$ cat config.mk
export PLATFORM = sky130hd
export DESIGN_NAME = commut_adr_seq
export DESIGN_NICKNAME = d
export VERILOG_FILES = /design/src/rtl/commut_adr_seq.sv
export SDC_FILE = /design/constraint.sdc
export NUM_CORES = 1
export LEC_CHECK = 0
export CAP_MARGIN = 25
export CORE_MARGIN = 3
export CORE_UTILIZATION = 40
export CTS_CLUSTER_DIAMETER = 120
export DETAILED_ROUTE_END_ITERATION = 7
export HOLD_SLACK_MARGIN = 0.02
export PLACE_DENSITY = 0.59
export SETUP_SLACK_MARGIN = 0.1
export SYNTH_ARGS = -nofsm -noshare
export SYNTH_HDL_FRONTEND = slang
export SYNTH_SLANG_ARGS = --single-unit
export TNS_END_PERCENT = 5
$ cat constraint.sdc
create_clock -name clk -period 2.1 [get_ports clk]
set_input_delay 0.42 -clock clk [delete_from_list [all_inputs] [get_ports clk]]
set_output_delay 0.42 -clock clk [all_outputs]
set_load 0.005 [all_outputs]
$ cat src/rtl/commut_adr_seq.sv
// commut_adr_seq: strobe-driven write-address sequencer for the commutator frame RAM.
// Define COMMUT_PINGPONG_EN to alternate wrBank between frames.
module commut_adr_seq #(
  parameter int NWORDS    = 20,
  parameter int AW        = 5,
  parameter int SLOT      = 64,
  parameter int WE_ON     = 42,
  parameter int WE_OFF    = 46,
  parameter int PAUSE_LEN = 64
) (
  input  logic          clk,
  input  logic          rst,
  input  logic          strob,
  output logic [AW-1:0] wrAdr,
  output logic          adrValid,
  output logic          WE,
  output logic          full,
  output logic          wrBank,
  output logic          overrun
);

  localparam int SW = $clog2(SLOT);
  localparam int PW = $clog2(PAUSE_LEN + 1);

  localparam logic [SW-1:0] S_LAST = SW'(SLOT - 1);
  localparam logic [SW-1:0] S_ON   = SW'(WE_ON);
  localparam logic [SW-1:0] S_OFF  = SW'(WE_OFF);
  localparam logic [PW-1:0] P_LAST = PW'(PAUSE_LEN - 1);
  localparam logic [AW:0]   W_LAST = (AW+1)'(NWORDS);

  typedef enum logic [2:0] {
    S_IDLE   = 3'd0,
    S_CNTWRD = 3'd1,
    S_WRSET  = 3'd2,
    S_PAUSE  = 3'd3,
    S_WAIT   = 3'd4
  } state_e;

  state_e        state_q, state_d;
  logic [2:0]    sync_q;
  logic [AW:0]   wcnt_q, wcnt_d;
  logic [SW-1:0] scnt_q, scnt_d;
  logic [PW-1:0] pcnt_q, pcnt_d;
  logic          we_q, we_d;
  logic          full_q, full_d;
  logic          ovr_q, ovr_d;
  logic          sreq, rise, busy;
  logic [AW:0]   adr_m1;

  assign sreq = sync_q[1];
  assign rise = sync_q[1] & ~sync_q[2];

  always_ff @(posedge clk or negedge rst) begin
    if (!rst) begin
      sync_q  <= '0;
      state_q <= S_IDLE;
      wcnt_q  <= '0;
      scnt_q  <= '0;
      pcnt_q  <= '0;
      we_q    <= 1'b0;
      full_q  <= 1'b0;
      ovr_q   <= 1'b0;
    end else begin
      sync_q  <= {sync_q[1:0], strob};
      state_q <= state_d;
      wcnt_q  <= wcnt_d;
      scnt_q  <= scnt_d;
      pcnt_q  <= pcnt_d;
      we_q    <= we_d;
      full_q  <= full_d;
      ovr_q   <= ovr_d;
    end
  end

  always_comb begin
    state_d = state_q;
    wcnt_d  = wcnt_q;
    scnt_d  = scnt_q;
    pcnt_d  = pcnt_q;
    we_d    = we_q;
    full_d  = full_q;
    busy    = (state_q == S_CNTWRD) ||
              (state_q == S_WRSET) ||
              (state_q == S_PAUSE);
    // strobes arriving mid-word are dropped, only flagged
    ovr_d   = ovr_q | (rise & busy);
    unique case (state_q)
      S_IDLE: begin
        if (sreq) begin
          state_d = S_CNTWRD;
          full_d  = 1'b0;
        end
      end
      S_CNTWRD: begin
        wcnt_d  = wcnt_q + (AW+1)'(1);
        state_d = S_WRSET;
      end
      S_WRSET: begin
        scnt_d = scnt_q + SW'(1);
        if (scnt_q == S_ON)  we_d = 1'b1;
        if (scnt_q == S_OFF) we_d = 1'b0;
        if (scnt_q == S_LAST) begin
          scnt_d = '0;
          if (wcnt_q == W_LAST) begin
            full_d  = 1'b1;
            state_d = S_PAUSE;
          end else begin
            state_d = S_WAIT;
          end
        end
      end
      S_PAUSE: begin
        pcnt_d = pcnt_q + PW'(1);
        if (pcnt_q == P_LAST) begin
          wcnt_d  = '0;
          pcnt_d  = '0;
          state_d = S_WAIT;
        end
      end
      S_WAIT: begin
        if (!sreq) state_d = S_IDLE;
      end
      default: begin
        state_d = S_IDLE;
        we_d    = 1'b0;
      end
    endcase
  end

`ifdef COMMUT_PINGPONG_EN
  logic bank_q;
  logic bank_tgl;

  assign bank_tgl = (state_q == S_PAUSE) && (pcnt_q == P_LAST);

  always_ff @(posedge clk or negedge rst) begin
    if (!rst)          bank_q <= 1'b0;
    else if (bank_tgl) bank_q <= ~bank_q;
  end

  assign wrBank = bank_q;
`else
  assign wrBank = 1'b0;
`endif

  assign adr_m1   = wcnt_q - (AW+1)'(1);
  assign adrValid = (wcnt_q != '0);
  assign wrAdr    = adrValid ? adr_m1[AW-1:0] : '0;
  assign WE       = we_q;
  assign full     = full_q;
  assign overrun  = ovr_q;

endmodule
# Word level (Yosys, flattened, before mapping)
# Index checks and enable logic that the tools add are counted.
# Widths: inputs -> output; s select.
dict set report word_totals {
  regBits 28
  inputBits 3
  wordCells 61
}
dict set report op_classes {
  addsub 4
  eq_ne 15
  n_mux 18
  n_bitwise 5
  n_reduce_logical 11
}
# cell count
set op_table {}
lappend op_table {{$eq 6x6->1 const B} 3}
lappend op_table {{$mux 3} 5}
lappend op_table {{$pmux 3 s5} 1}
lappend op_table {{$add 6x1->6 const B} 2}
lappend op_table {{$mux 6} 2}
lappend op_table {{$pmux 6 s2} 1}
lappend op_table {{$reduce_and 4->1} 2}
lappend op_table {{$add 7x1->7 const B} 1}
lappend op_table {{$eq 7x6->1 const B} 1}
lappend op_table {{$mux 7} 1}
lappend op_table {{$eq 3x2->1 const B} 2}
lappend op_table {{$eq 6x5->1 const B} 1}
lappend op_table {{$ne 2x1->1 const B} 3}
lappend op_table {{$reduce_bool 6->1} 1}
lappend op_table {{$mux 1} 5}
lappend op_table {{$mux 5} 1}
lappend op_table {{$sub 5x1->5 const B} 1}
lappend op_table {{$ne 2x2->1 const B} 2}
lappend op_table {{$pmux 1 s2} 2}
lappend op_table {{$reduce_and 2->1} 2}
lappend op_table {{$reduce_bool 2->1} 2}
lappend op_table {{$reduce_or 4->1} 1}
lappend op_table {{$eq 3x1->1 const B} 1}
lappend op_table {{$eq 3x3->1 const B} 1}
lappend op_table {{other kinds (6)} 9}

# Depth between registers and ports, before layout
# Gate-level depths: netlist of run 1.
dict set report logic_depth {
  depth_word 5
  ltp_mapped 5
  mapped_depth_nobuf 5
}

# Least setup slack after synthesis of run 1
# No wires, ideal clock.
dict set report synth_timing {
  path_type {register to output}
  from {register wcnt_q[0]}
  to {output wrAdr[2]}
  arrival_time_ps 1383
  t_required_ps 1680
  setup_slack_ps 297
  stages_incl_launch_ff 6
  cell_sequence {dfrtp_1 -> inv_1 -> ha_1 -> nor3b_1 -> nor3b_1 -> nor2_1}
}
dict set report synth_via {
  elab_chain_cells 2
  elab_cells_between_ends 3
  classes_between {add/sub: 1; mux: 1; reduce/logical: 1}
}
# item line_no
set synth_rtl {}
lappend synth_rtl {{from (decl)} 41} ;# logic [AW:0] wcnt_q, wcnt_d;
lappend synth_rtl {{from (signal assigned)} 66} ;# wcnt_q <= wcnt_d;
lappend synth_rtl {{$sub 5x1->5 or $reduce_bool 6->1 (tied branches)} {146, 147}}
lappend synth_rtl {{$mux 5 *} 148} ;# assign wrAdr = adrValid ? adr_m1[AW-1:0] : '0;
lappend synth_rtl {{to (decl)} 14} ;# output logic [AW-1:0] wrAdr,
# Mark *: on every way between the ends. The rest lies on a longest branch, timed or not.

# Worst setup path in the final report of run 1
dict set report layout_timing {
  from {register wcnt_q[1]}
  to {output wrAdr[3]}
}
# The elaborated chain is that of the path after synthesis.

==> results of run 1 <==
[state kept, by name, indices dropped and copies added (netlist names)]
| register | count |
|---|---|
| overrun | 1 |
| scnt_q | 6 |
| wcnt_q | 6 |
| state_q | 3 |
| pcnt_q | 7 |
| WE | 1 |
| sync_q | 3 |
| full | 1 |
[layout by cell type, fill, tap and decap left out, drive strengths merged, types with 4 or more instances in the layout]
cell type and count:
and3 5, buf 16, clkbuf 6, clkdlybuf4s50 5, dfrtp 28, ha 6
inv 9, nand2 12, nand3 7, nor2 8, nor3b 8, o21ai 8
o31ai 4, xnor2 6
[per-layer routing]
layer	vias up	track usage	share of wire
met3	2	0.0246	0.027
met4	0	0.0596	0.0044
met1	593	0.210	0.49
li1	595	-	-
met2	26	0.254	0.48
met5	-	0	0
[cell type report]
type / count / area [sq um] / share of cell area
Multi-Input combinational cell: 110 / 801 / 0.440
Sequential cell: 28 / 701 / 0.385
Tap cell: 46 / 57.6 / 0.0317
Clock buffer: 4 / 55.1 / 0.0303
Timing Repair Buffer: 23 / 170 / 0.0936
Inverter: 9 / 33.8 / 0.0186
[cell families (layout without fill, tap and decap cells)]
| kind of cell | Yosys count | in the layout | share of synthesized area |
|---|---|---|---|
| muxes | 3 | 3 | 0.0203 |
| and+or+nand+nor | 62 | 62 | 0.238 |
| AOI/OAI and AO/OA | 31 | 31 | 0.146 |
| xor gates and xnor gates | 7 | 7 | 0.0398 |
| other | 1 | 1 | 0.00244 |
| buffers and inverters | 17 | 36 | 0.0496 |
| adders and majority gates | 6 | 6 | 0.0488 |
| DFF | 28 | 28 | 0.455 |
[what timing repair did]
action	4_1_cts	5_1_grt
hold endpoints to repair	0	0
setup buffers	2	2
endpoints found under the setup margin	6	6
resized for setup	23	9
[power by group through the flow]
stage / Clock [mW] / Sequential (mW) / Combinational (mW)
finish: 0.334 / 0.899 / 1.00
global route: 0.371 / 0.930 / 1.14
CTS: 0.345 / 0.896 / 0.985
detailed placement: 0 / 0.903 / 0.970
global placement: 0 / 0.893 / 0.942
floorplan: 0 / 0.834 / 0.647
[worst paths after layout]
check / startpoint / endpoint / slack [ns] / cells past startpoint
worst min register to register: sync_q[0] / sync_q[1] / 0.37 / 0
max in group asynchronous: rst / pcnt_q[2] / 1.31 / 2
worst min-delay path: sync_q[0] / sync_q[1] / 0.37 / 0
min in group asynchronous: rst / scnt_q[1] / 0.52 / 2
worst max-delay path: wcnt_q[1] / wrAdr[3] / 0.10 / 7
worst max register to register: state_q[1] / scnt_q[3] / 0.46 / 3
[through the flow]
| stage | TNS (ns) | worst slack, ns | hold WS, ns | cells |
|---|---|---|---|---|
| 5_1_grt | -0.00427 | -0.00271 | 0.376 | 220 |
| 3_5_place_dp | -0.00570 | -0.00570 | 0.347 | 212 |
| 2_1_floorplan | 0 | 0.297 | 0.124 | 155 |
| 6_report | 0 | 0.103 | 0.365 | 220 |
| 3_3_place_gp | 0 | 0.0467 | 0.338 | 212 |
| 4_1_cts | 0 | 0.0275 | 0.369 | 218 |
[cell usage after synthesis, types with 2 or more instances]
cell / instances
sky130_fd_sc_hd__nor3_1: 3
sky130_fd_sc_hd__and3_1: 5
sky130_fd_sc_hd__dfrtp_1: 28
sky130_fd_sc_hd__a21oi_1: 3
sky130_fd_sc_hd__and3b_1: 2
sky130_fd_sc_hd__nand2_1: 12
sky130_fd_sc_hd__buf_2: 4
sky130_fd_sc_hd__inv_1: 9
sky130_fd_sc_hd__nand4_1: 3
sky130_fd_sc_hd__or3_1: 2
sky130_fd_sc_hd__nor2_1: 8
sky130_fd_sc_hd__o31ai_1: 4
sky130_fd_sc_hd__clkbuf_1: 2
sky130_fd_sc_hd__xnor2_1: 6
sky130_fd_sc_hd__a311oi_1: 2
sky130_fd_sc_hd__a31oi_1: 2
sky130_fd_sc_hd__or2_2: 2
sky130_fd_sc_hd__nor3b_1: 7
sky130_fd_sc_hd__nand3_1: 7
sky130_fd_sc_hd__buf_4: 2
sky130_fd_sc_hd__o21ai_0: 8
sky130_fd_sc_hd__ha_1: 6
sky130_fd_sc_hd__mux2i_1: 2
sky130_fd_sc_hd__o2bb2ai_1: 3
[worst max-delay path, stage by stage (launching register included)]
cell                      delay [ns]
sky130_fd_sc_hd__dfrtp_1        0.40
sky130_fd_sc_hd__inv_2          0.09
sky130_fd_sc_hd__ha_4           0.12
sky130_fd_sc_hd__nor3b_4        0.18
sky130_fd_sc_hd__nor3b_2        0.19
sky130_fd_sc_hd__buf_4          0.17
sky130_fd_sc_hd__nor2_1         0.05
sky130_fd_sc_hd__buf_2          0.12
==> impl_metrics.prom, run 1 <==
# TYPE chip_impl_metric gauge
chip_impl_metric{name="report.final.slew_viol_count",unit=""} 0
chip_impl_metric{name="numCtsBuffers",unit=""} 3
chip_impl_metric{name="synthDistinctLibCells",unit=""} 47
chip_impl_metric{name="critical_path_required",unit="ns"} 1.68
chip_impl_metric{name="fp.dieW",unit="um"} 68.0
chip_impl_metric{name="seqPwrFrac",unit=""} 0.402
chip_impl_metric{name="yosys_warnings",unit=""} 0
chip_impl_info{name="hold_path.class",value="reg -> reg"} 1
chip_impl_metric{name="finalPower",unit="mW"} 2.24
chip_impl_metric{name="yosysSeqAreaShare",unit=""} 0.455
chip_impl_metric{name="route.final.wire_length",unit="um"} 3150
chip_impl_metric{name="report.final.hold_viol_count",unit=""} 0
chip_impl_metric{name="setup_viol_count_final",unit=""} 0
chip_impl_metric{name="fmax",unit="MHz"} 501
chip_impl_metric{name="clk_path_buf_depth",unit=""} 2
chip_impl_metric{name="die-height",unit="um"} 68.0
chip_impl_metric{name="io_buffer_count",unit=""} 11
chip_impl_metric{name="routed-via-count",unit=""} 1216
chip_impl_info{name="post-synth-top-area-cell",value="sky130_fd_sc_hd__dfrtp_1"} 1
chip_impl_metric{name="postSynthRegisterBits",unit=""} 28
chip_impl_info{name="critPathKind",value="reg -> out"} 1
chip_impl_metric{name="synthCells",unit=""} 155
chip_impl_metric{name="clock_latency",unit="ns"} 0.27
chip_impl_metric{name="vias_in_the_first_global_route",unit=""} 1203
chip_impl_metric{name="track_usage",unit=""} 0.157
chip_impl_metric{name="drt_first_pass_iters",unit=""} 4
chip_impl_metric{name="swShare",unit=""} 0.382
chip_impl_info{name="outcome",value="finished clean"} 1
chip_impl_metric{name="timing.final.crit_share",unit=""} 0.951
chip_impl_metric{name="drive_above_1_share",unit=""} 0.213
chip_impl_metric{name="share_of_yosys_cell_area_claimed_by_the_top_area_cell_type",unit=""} 0.455
chip_impl_metric{name="ioPinCount",unit=""} 13
chip_impl_metric{name="first_iter_violations",unit=""} 78
chip_impl_info{name="startpoint_type",value="flip-flop"} 1
chip_impl_metric{name="crit_fanout",unit=""} 6
chip_impl_metric{name="clock_sink_count",unit=""} 28
chip_impl_metric{name="cts_max_level",unit=""} 1
chip_impl_metric{name="cts.clk_slew.worst_paths",unit="ns"} 0.10
chip_impl_metric{name="routed_length_per_instance",unit="um"} 14.3
chip_impl_metric{name="clockPowerShare",unit=""} 0.149
chip_impl_metric{name="synthesis.nets",unit=""} 164
chip_impl_metric{name="fillers",unit=""} 325
chip_impl_metric{name="gpl.final_weighted_congestion",unit=""} 0.773
chip_impl_metric{name="remaining_overflow_grt",unit=""} 0
chip_impl_metric{name="max-vdd-ir-drop",unit="V"} 0.000415
chip_impl_metric{name="post_cts_hold_buffer_count",unit=""} 0
chip_impl_metric{name="synth_area",unit="sq um"} 1540
chip_impl_metric{name="drv.max_cap_violation_count",unit=""} 0
chip_impl_info{name="tritoncts",value="done"} 1
chip_impl_metric{name="clock-skew-final",unit="ns"} 0.00551
chip_impl_metric{name="synth_enable_flop_cells",unit=""} 0
chip_impl_metric{name="fin_util",unit=""} 0.516
chip_impl_metric{name="finalWorstPathRequiredPeriod",unit="ns"} 2.00
chip_impl_metric{name="diodes",unit=""} 0
chip_impl_metric{name="timing.critical_path.arrival",unit="ns"} 1.58
chip_impl_metric{name="initial_antenna_violation_count",unit=""} 0
chip_impl_info{name="rsz0062_at_grt",value="yes"} 1
chip_impl_metric{name="post_drt_via_cell_ratio",unit=""} 5.53
chip_impl_metric{name="die_footprint",unit="sq um"} 4630
chip_impl_metric{name="grt_first_pass_wirelength",unit="um"} 5590
chip_impl_info{name="synth-main-ff-cell",value="sky130_fd_sc_hd__dfrtp_1"} 1
chip_impl_metric{name="floorplan.core_area",unit="sq um"} 3520
chip_impl_metric{name="combinationalPowerShare",unit=""} 0.449
chip_impl_metric{name="async_set_reset_flop_share_out_of_synthesis",unit=""} 1.00
chip_impl_metric{name="static-leakage-power",unit="nW"} 0.800
chip_impl_metric{name="nets",unit=""} 184
chip_impl_info{name="worstSetupEndpointType",value="output port"} 1
chip_impl_metric{name="synth_area_per_cell",unit="sq um"} 9.93
chip_impl_metric{name="post-route-drc-count",unit=""} 0
chip_impl_metric{name="initial_utilization",unit=""} 0.437
chip_impl_metric{name="p_switching",unit="mW"} 0.856
chip_impl_info{name="synth.area.top_cells",value="sky130_fd_sc_hd__dfrtp_1 46%, sky130_fd_sc_hd__ha_1 4.9%, sky130_fd_sc_hd__nor3b_1 3.4%, sky130_fd_sc_hd__xnor2_1 3.4%, sky130_fd_sc_hd__nand2_1 2.9%"} 1
chip_impl_metric{name="detailedPlacementHpwl",unit="um"} 2150
chip_impl_metric{name="power_density_over_the_cells",unit="nW/um^2"} 1230
chip_impl_metric{name="pin_count_of_the_biggest_net_entering_global_routing",unit=""} 29
chip_impl_info{name="ctsRootBufferMaster",value="sky130_fd_sc_hd__clkbuf_8"} 1
chip_impl_metric{name="placed_cell_area",unit="sq um"} 1720
chip_impl_metric{name="cell_internal_pwr",unit="mW"} 1.38
chip_impl_metric{name="placement_rows",unit=""} 21
chip_impl_metric{name="detail-route-antenna-nets",unit=""} 0
chip_impl_metric{name="postLayoutCellArea",unit="sq um"} 1820
chip_impl_metric{name="layout-area-overhead-vs-synth",unit="%"} 18.1
Power figures use the tool's default switching activity.
==> run 2: changes to the inputs <==
--- a/config.mk
+++ b/config.mk
@@ -11,6 +11,7 @@
 export CTS_CLUSTER_DIAMETER = 120
 export DETAILED_ROUTE_END_ITERATION = 7
 export HOLD_SLACK_MARGIN = 0.02
+export MAX_ROUTING_LAYER = met4
 export PLACE_DENSITY = 0.59
 export SETUP_SLACK_MARGIN = 0.1
 export SYNTH_ARGS = -nofsm -noshare
==> run 2 against run 1 <==
Register-to-register slack barely moved. Power about the same. Clock-buffer cell count unchanged. Cell area did not move. Clock skew about the same. First-iteration DRC count rose by 1.3%. Wire length fell by 0.32%. Largest power group unchanged.
==> impl_metrics.prom, run 2 (synthesis gave the netlist of run 1 again) <==
# TYPE chip_impl_metric gauge
chip_impl_info{name="reg.largest.list",value="pcnt_q x7, scnt_q x6, wcnt_q x6"} 1
chip_impl_metric{name="crit_cells",unit=""} 7
chip_impl_metric{name="critical_path_buf_inv_count",unit=""} 3
chip_impl_metric{name="placed_cells_incl_taps",unit=""} 212
chip_impl_metric{name="remaining_overflow_grt",unit=""} 0
chip_impl_metric{name="layout-area-overhead-vs-synth",unit="%"} 18.1
chip_impl_metric{name="clk_path_buf_depth",unit=""} 2
chip_impl_metric{name="grt_util_met3",unit=""} 0.0230
chip_impl_info{name="top_register",value="pcnt_q"} 1
chip_impl_metric{name="cts.clk_slew.worst_paths",unit="ns"} 0.10
chip_impl_metric{name="cts_max_level",unit=""} 1
chip_impl_metric{name="ioPinCount",unit=""} 13
chip_impl_metric{name="crit_fanout",unit=""} 6
chip_impl_info{name="timing.critical_path.from",value="wcnt_q[1]"} 1
chip_impl_metric{name="routed-via-count",unit=""} 1221
chip_impl_metric{name="rr_worst_depth",unit=""} 3
chip_impl_metric{name="worst_slack",unit="ns"} 0.103
chip_impl_info{name="grt_most_used_layer",value="met2"} 1
chip_impl_metric{name="detail-route-antenna-nets",unit=""} 0
chip_impl_metric{name="first_iter_violations",unit=""} 79
chip_impl_metric{name="cell_internal_pwr",unit="mW"} 1.38
chip_impl_info{name="layout.cells.most_common",value="sky130_fd_sc_hd__dfrtp_1"} 1
chip_impl_metric{name="diodes",unit=""} 0
chip_impl_info{name="rsz0062_at_grt",value="yes"} 1
chip_impl_metric{name="vias_in_the_first_global_route",unit=""} 1204
chip_impl_metric{name="detailedPlacementHpwl",unit="um"} 2150
chip_impl_metric{name="nets",unit=""} 184
chip_impl_metric{name="power_density_over_the_cells",unit="nW/um^2"} 1230
chip_impl_metric{name="report.final.hold_viol_count",unit=""} 0
chip_impl_metric{name="setup_viol_count_final",unit=""} 0
chip_impl_metric{name="post_cts_hold_buffer_count",unit=""} 0
chip_impl_metric{name="slowest_delay",unit="ns"} 0.40
chip_impl_metric{name="clock_latency",unit="ns"} 0.27
chip_impl_metric{name="post-route-drc-count",unit=""} 0
chip_impl_metric{name="timing.critical_path.arrival",unit="ns"} 1.58
chip_impl_info{name="mostFrequentLayoutCells",value="28 x sky130_fd_sc_hd__dfrtp_1, 12 x sky130_fd_sc_hd__nand2_1, 12 x sky130_fd_sc_hd__buf_4, 8 x sky130_fd_sc_hd__o21ai_0"} 1
chip_impl_metric{name="pin_count_of_the_biggest_net_entering_global_routing",unit=""} 29
chip_impl_info{name="outcome",value="finished clean"} 1
chip_impl_metric{name="route.final.wire_length",unit="um"} 3140
chip_impl_info{name="hold_path.class",value="reg -> reg"} 1
chip_impl_metric{name="finalPower",unit="mW"} 2.24
chip_impl_metric{name="die_footprint",unit="sq um"} 4630
chip_impl_metric{name="swShare",unit=""} 0.382
chip_impl_info{name="cell_chain_of_the_critical_path",value="inv_2 > ha_4 > nor3b_4 > nor3b_2 > buf_4 > nor2_1 > buf_2"} 1
chip_impl_metric{name="post_drt_via_cell_ratio",unit=""} 5.55
chip_impl_metric{name="fillers",unit=""} 325
chip_impl_metric{name="static-leakage-power",unit="nW"} 0.800
chip_impl_metric{name="place_worst_setup_slack",unit="ns"} -0.00570
chip_impl_metric{name="placement_rows",unit=""} 21
chip_impl_info{name="timing.critical_path.slowest_stage_cell",value="sky130_fd_sc_hd__dfrtp_1"} 1
chip_impl_metric{name="hold_slack",unit="ns"} 0.365
chip_impl_metric{name="combinationalPowerShare",unit=""} 0.449
chip_impl_metric{name="grt_util_met2",unit=""} 0.255
chip_impl_metric{name="floorplan.core_area",unit="sq um"} 3520
chip_impl_metric{name="grt_first_pass_wirelength",unit="um"} 5580
chip_impl_metric{name="p_switching",unit="mW"} 0.855
chip_impl_metric{name="initial_antenna_violation_count",unit=""} 0
chip_impl_metric{name="reg2reg_slack",unit="ns"} 0.46
chip_impl_metric{name="final_cell_count_no_fill",unit=""} 220
chip_impl_metric{name="report.final.slew_viol_count",unit=""} 0
chip_impl_metric{name="placed_cell_area",unit="sq um"} 1720
chip_impl_info{name="worstSetupEndpointType",value="output port"} 1
chip_impl_info{name="regToRegEndpoint",value="scnt_q[3]"} 1
chip_impl_metric{name="finalWorstPathRequiredPeriod",unit="ns"} 2.00
chip_impl_info{name="critPathKind",value="reg -> out"} 1
chip_impl_metric{name="timing.final.crit_share",unit=""} 0.951
chip_impl_metric{name="timing.hold.worst_path_depth",unit=""} 0
chip_impl_info{name="r2r-start",value="state_q[1]"} 1
chip_impl_metric{name="routed_length_per_instance",unit="um"} 14.3
chip_impl_metric{name="track_usage",unit=""} 0.161
chip_impl_metric{name="seqPwrFrac",unit=""} 0.402
chip_impl_info{name="critical_path.top_delay_family",value="simple AND/OR/NAND/NOR gates"} 1
chip_impl_info{name="tritoncts",value="done"} 1
chip_impl_metric{name="grt.met1_usage",unit=""} 0.209
chip_impl_metric{name="clock-skew-final",unit="ns"} 0.00557
chip_impl_info{name="termination_of_the_worst_setup_path",value="wrAdr[3]"} 1
chip_impl_metric{name="clock_sink_count",unit=""} 28
chip_impl_info{name="ctsRootBufferMaster",value="sky130_fd_sc_hd__clkbuf_8"} 1
chip_impl_metric{name="die-height",unit="um"} 68.0
chip_impl_metric{name="drv.max_cap_violation_count",unit=""} 0
chip_impl_metric{name="drive_above_1_share",unit=""} 0.213
chip_impl_metric{name="fmax",unit="MHz"} 501
chip_impl_metric{name="io_buffer_count",unit=""} 11
chip_impl_metric{name="gpl.final_weighted_congestion",unit=""} 0.784
chip_impl_metric{name="clockPowerShare",unit=""} 0.149
chip_impl_metric{name="fp.dieW",unit="um"} 68.0
chip_impl_metric{name="postLayoutCellArea",unit="sq um"} 1820
chip_impl_metric{name="initial_utilization",unit=""} 0.437
chip_impl_metric{name="largest_register_ffs",unit=""} 7
chip_impl_metric{name="max-vdd-ir-drop",unit="V"} 0.000414
chip_impl_metric{name="drt_first_pass_iters",unit=""} 4
chip_impl_metric{name="critical_path_required",unit="ns"} 1.68
chip_impl_info{name="startpoint_type",value="flip-flop"} 1
chip_impl_metric{name="numCtsBuffers",unit=""} 3
## run 2: worst min-delay path by stage
stage	from	end	slack [ns]
final	sync_q[0]	sync_q[1]	0.37
after global routing	sync_q[0]	sync_q[1]	0.38
after CTS	sync_q[0]	sync_q[1]	0.37
after detailed placement	sync_q[0]	sync_q[1]	0.35
after global placement	sync_q[0]	sync_q[1]	0.34
after floorplan	rst	WE	0.12
## run 2: area by class of cell
type / count / area [sq um] / share of cell area
Clock buffer: 4 / 55.1 / 0.0303
Timing Repair Buffer: 23 / 170 / 0.0936
Multi-Input combinational cell: 110 / 801 / 0.440
Inverter: 9 / 33.8 / 0.0186
Sequential cell: 28 / 701 / 0.385
Tap cell: 46 / 57.6 / 0.0317
## run 2: worst reg2reg max path, delay by kind of cell (launching register included)
family	cells	cell delay, ns
AOI/OAI and AO/OA	1	0.06
and+or+nand+nor	2	0.88
DFF	1	0.63
## run 2: metrics by stage
step            util  setup TNS, ns
4_1_cts        0.514              0
5_1_grt        0.516       -0.00265
6_report       0.516              0
3_5_place_dp   0.490       -0.00570
2_1_floorplan      -              0
3_3_place_gp   0.490              0
## run 2: power groups by stage
stage	clock (mW)	combinational, mW	sequential [mW]
after global placement	0	0.942	0.893
after detailed placement	0	0.970	0.903
after CTS	0.345	0.985	0.896
final	0.334	1.00	0.899
after floorplan	0	0.647	0.834
after global routing	0.371	1.14	0.930
## run 2: metal layers
layer | share of wire | up-vias
met5 | 0 | -
met4 | 0.0045 | 0
met3 | 0.027 | 2
met2 | 0.48 | 23
met1 | 0.48 | 601
li1 | - | 595
## run 2: what timing repair did
item / in CTS / in global routing
setup endpoints to repair: 6 / 6
cloned: 0 / 0
setup buffers: 2 / 2
pin swaps: 0 / 0
resized for setup: 23 / 9
==> variant 1: new RTL, config.mk and constraints of run 1 <==
Add a define of `COMMUT_PINGPONG_EN`.
--- a/src/rtl/commut_adr_seq.sv
+++ b/src/rtl/commut_adr_seq.sv
@@ -1,4 +1,6 @@
 // commut_adr_seq: strobe-driven write-address sequencer for the commutator frame RAM.
 // Define COMMUT_PINGPONG_EN to alternate wrBank between frames.
+`define COMMUT_PINGPONG_EN
+
 module commut_adr_seq #(
   parameter int NWORDS    = 20,
Behaviour: no difference found for any inputs over 10 cycles, from zero or initial values and one cycle with rst low; that may be too few to reach the edited logic, so the function may still have changed.
==> variant 1 against run 1 <==
- the run now ends with setup timing left
- power grew 9.4%
- wire length decreased by 4.7%
- worst setup slack lost 180 ps
- cell area up 1.6%
- area after synthesis is 3.1% lower
- count of clock-buffer cells in the layout is 1 higher
- sequential share of layout area grew 0.75 points
- sequential cell count increased by 1
- largest power group unchanged
==> variant 1: results (changes against run 1) <==
outcome:
  status: "finished with violations"
  failed_checks: "setup timing"
logic_synthesis:
  avgSynthCellArea_um2: 9.88  # -0.52%
  ys_top_cells_by_count: "dfrtp_1 (29), nand2_1 (18), nor2_1 (12)"
  synth.mux.area_fraction_pct: 2.01  # -0.019 points
  ys_types: 46  # -2.1%
  synth.area.top_cells: "dfrtp_1 (49%), ha_1 (5.0%), nand2_1 (4.5%)"
  synth-xor-area-share_pct: 5.29  # +1.3 points
  synth_compound_area_share_pct: 10.3  # -4.2 points
route:
  drt_iter0_drc: 29  # -63%
  wl_met2_mm: 1.53  # +1.7%
  via_per_inst: 5.19  # -6.2%
  dr_wl_met3_um: 100  # +19%
  wl_met1_mm: 1.33  # -14%
grt:
  track_usage_pct: 15.9  # +0.25 points
  grt_max_degree: 30  # +3.4%
  grt_pass1_wl_mm: 5.33  # -4.7%
cts:
  clock_sinks: 29  # +3.6%
  cts_htree_levels: 2  # +1
  clkTransAtPathRegs_ps: 60  # -40 ps
  cts_buffers: 5  # +2
cells_and_area:
  nets: 189  # +2.7%
  fin_cells: 227  # +3.2%
  drive_gt1_share_pct: 24.9  # +3.6 points
sta:
  clock-skew-final_ps: 4.12  # -1.39 ps
  fin_ws_ps: -82.1  # -185 ps
  setup_viol: 2  # +2
  fin_setup_tns_ps: -145  # -145 ps
placed_design:
  port_buffers: 12  # +1
  dp_hpwl_mm: 2.20  # +2.3%
  dp.cells: 216  # +1.9%
  place_congestion: 0.816  # +5.5%
pwr:
  power_leakage_nw: 0.849  # +6.1%
  peakVddDrop_v: 0.000555  # +34%
critical_path:
  worst-path-max-fanout: 5  # -1
  cp_data_arrival_time_ps: 1760  # +180 ps
[variant 1: report_power, final]
part | switching, mW | total, mW | leakage [nW] | internal (mW)
clock network | 0.215 | 0.442 | 0.0439 | 0.228
logic | 0.518 | 1.07 | 0.446 | 0.551
registers | 0.208 | 0.938 | 0.359 | 0.730
total | 0.941 | 2.45 | 0.849 | 1.51
[variant 1: final cells by class]
cell class,count,area (µm²)
clock buffer,5,68.8
timing repair buffer,28,218
inverter,6,22.5
clock inverter,3,17.5
multi-input combinational,110,737
tap,46,57.6
fill,332,1620
sequential,29,726
[variant 1: final timing paths]
| path | from | endpoint | slack [ps] | depth (start not counted) |
|---|---|---|---|---|
| max | wcnt_q[1] | wrAdr[2] | -80 | 8 |
| min | sync_q[0] | sync_q[1] | 350 | 0 |
| max reg2reg | wcnt_q[1] | full | 180 | 7 |
| min reg2reg | sync_q[0] | sync_q[1] | 350 | 0 |
| max in group asynchronous | rst | wcnt_q[0] | 1310 | 2 |
| min in group asynchronous | rst | wcnt_q[4] | 510 | 2 |
[variant 1: cells by family (layout without fill, tap and decap cells)]
logic type	count (synthesis)	count (layout)
simple gates	68	68
buf+inv	12	42
mux	3	3
flops	29	29
xor+xnor	9	9
compound gates	24	24
fa+ha+maj	6	6
[variant 1: critical path: cells and delay by family, from the launching register on]
kind / cells / cell delay (ps)
adder cells (fa/ha/maj): 1 / 110
buffers and inverters: 4 / 430
flip-flops: 1 / 390
AND/OR/NAND/NOR: 3 / 540
[variant 1: stage by stage]
step,setup WS [ps],instance area (µm²),utilization (%)
after floorplan,203,1490,-
after global placement,2.49,1730,50.0
after detailed placement,-61.2,1730,50.0
after CTS,-140,1850,53.3
after global routing,-166,1850,53.2
final,-82.1,1850,53.2
[variant 1: timing repair]
item                                    CTS  global route
resized for setup                        21             8
setup buffers                             3             0
endpoints found under the setup margin    6             6
pin swaps                                 1             1
[variant 1: layer usage]
metal	track usage, %	vias up
li1	-	586
met1	18.9	573
met2	26.6	13
met3	5.06	5
met4	6.08	0
met5	0	-
==> variant 2: new RTL, config.mk and constraints of run 1 <==
Made on the original files. Compare `scnt_q` against `S_ON` with >= in place of ==.
--- a/src/rtl/commut_adr_seq.sv
+++ b/src/rtl/commut_adr_seq.sv
@@ -98,5 +98,5 @@
       S_WRSET: begin
         scnt_d = scnt_q + SW'(1);
-        if (scnt_q == S_ON)  we_d = 1'b1;
+        if (scnt_q >= S_ON)  we_d = 1'b1;
         if (scnt_q == S_OFF) we_d = 1'b0;
         if (scnt_q == S_LAST) begin
Function: no difference found for any inputs over 10 cycles, from zero or initial values and one cycle with rst low; that may be too few to reach the edited logic, so the function may still have changed.
==> variant 2 against run 1 <==
- the run now ends with setup timing left
- sequential cell count unchanged
- power rose by 7.7%
- area after synthesis decreased by 0.57%
- wire length is 4.0% lower
- critical endpoint is now wrAdr[2]
- cell area increased by 0.69%
- worst hold slack improved by 1.0 ps
- fmax shrank 9.1%
- worst setup slack worse by 200 ps
- sequential share of layout area fell by 0.26 points
==> variant 2: results (changes against run 1) <==
route:
  via_per_inst: 5.43  # -1.8%
  wl_per_cell_um: 13.6  # -5.3%
  dr_wl_met3_um: 102  # +21%
  firstDrtPassIters: 4  # unchanged
  wl_met2_mm: 1.43  # -5.2%
  wl_met1_mm: 1.48  # -4.6%
  drt_iter0_drc: 72  # -7.7%
cells_and_area:
  num_antenna_cells: 0  # unchanged
  nets: 187  # +1.6%
  fill_cells: 303  # -6.8%
  drive_gt1_share_pct: 22.6  # +1.3 points
logic_synthesis:
  syn-num-nets: 163  # -0.61%
  yosysSeqAreaShare_pct: 45.8  # +0.26 points
  synth.area.top_cells: "dfrtp_1 (46%), ha_1 (4.9%), xnor2_1 (4.0%)"
  ys_top_cells_by_count: "dfrtp_1 (28), nand2_1 (13), inv_1 (9)"
  ys_types: 51  # +8.5%
pwr:
  peakVddDrop_v: 0.000665  # +60%
  power_leakage_nw: 0.788  # -1.5%
  switchingPower_uw: 955  # +12%
critical_path:
  crit_slowest_cell: "dfrtp_1"
  cp_data_arrival_time_ps: 1780  # +200 ps
placed_design:
  dpl_cell_area_mm2: 0.00173  # +0.51%
  place_congestion: 0.800  # +3.4%
  place_ws_ps: -61.1  # -55.4 ps
  dp_hpwl_mm: 2.14  # -0.83%
sta:
  setup_viol: 5  # +5
  slew_headroom_pct: 65.7
  fin_ws_ps: -98.1  # -201 ps
  clock-skew-final_ps: 3.74  # -1.78 ps
cts:
  cts_htree_levels: 1  # unchanged
outcome:
  failed_checks: "setup timing"
  status: "finished with violations"
grt:
  grt_pass1_vias: 1261  # +4.8%
  use_met3_pct: 4.11  # +1.6 points
  antenna_found_initial: 0  # unchanged
  track_usage_pct: 15.8  # +0.10 points
  gr-usage-met1_pct: 21.0  # about the same
[variant 2: changes by cell type after synthesis, sizes merged, moves of 2 or more]
| cell | delta |
|---|---|
| buf | -3 |
| o22ai | +2 |
| clkbuf | +4 |
| nor3b | -3 |
| nand3 | -2 |
| o31ai | -2 |
| o41ai | +2 |
| or3b | +2 |
| and3 | -2 |
[variant 2: path summary, 6_finish.rpt]
check,startpoint,to,slack (ps),cells past startpoint
max,wcnt_q[0],wrAdr[2],-100,8
min,sync_q[0],sync_q[1],370,0
max reg2reg,wcnt_q[0],state_q[0],120,7
min reg2reg,sync_q[0],sync_q[1],370,0
max in group asynchronous,rst,pcnt_q[0],1330,2
min in group asynchronous,rst,scnt_q[3],510,2
[variant 2: cells by family (layout without fill, tap and decap cells)]
family,Yosys count,after routing,share of synthesized area [%]
mux,3,3,2.04
xor+xnor,7,7,4.01
buf+inv,18,41,5.31
flops,28,28,45.8
simple gates,55,55,20.5
compound gates,36,36,17.2
other cells,1,1,0.245
fa+ha+maj,6,6,4.91
[variant 2: power by group through the flow]
stage / Sequential [mW] / Combinational [mW] / Clock [mW]
after floorplan: 0.878 / 0.770 / 0
after detailed placement: 0.954 / 1.12 / 0
final: 0.956 / 1.12 / 0.333
after global placement: 0.949 / 1.10 / 0
after global routing: 0.997 / 1.27 / 0.363
after CTS: 0.947 / 1.12 / 0.341
[variant 2: what timing repair did]
| item | in CTS | in global routing |
|---|---|---|
| gates resized for setup | 27 | 4 |
| pin swaps | 1 | 4 |
| buffers inserted | 6 | 0 |
| gates cloned | 0 | 0 |
| hold endpoints to repair | 0 | 0 |
| setup endpoints to repair | 6 | 8 |
| hold buffers | 0 | 0 |
[variant 2: through the flow]
| step | setup TNS [ps] | utilization [%] | instances | total power, mW | hold WS, ps |
|---|---|---|---|---|---|
| 3_5_place_dp | -314 | 49.6 | 213 | 2.08 | 336 |
| 5_1_grt | -980 | 52.4 | 223 | 2.63 | 382 |
| 2_1_floorplan | 0 | - | 154 | 1.65 | 124 |
| 4_1_cts | -707 | 52.2 | 223 | 2.41 | 368 |
| 6_report | -461 | 52.4 | 223 | 2.41 | 366 |
| 3_3_place_gp | -157 | 49.6 | 213 | 2.05 | 338 |
[variant 2: area by class of cell]
type | count | area [µm²] | area share, %
multi-input combinational | 108 | 772 | 42.2
timing repair buffer | 28 | 211 | 11.6
tap | 46 | 57.6 | 3.14
inverter | 9 | 33.8 | 1.85
sequential | 28 | 701 | 38.3
clock buffer | 4 | 55.1 | 3.01
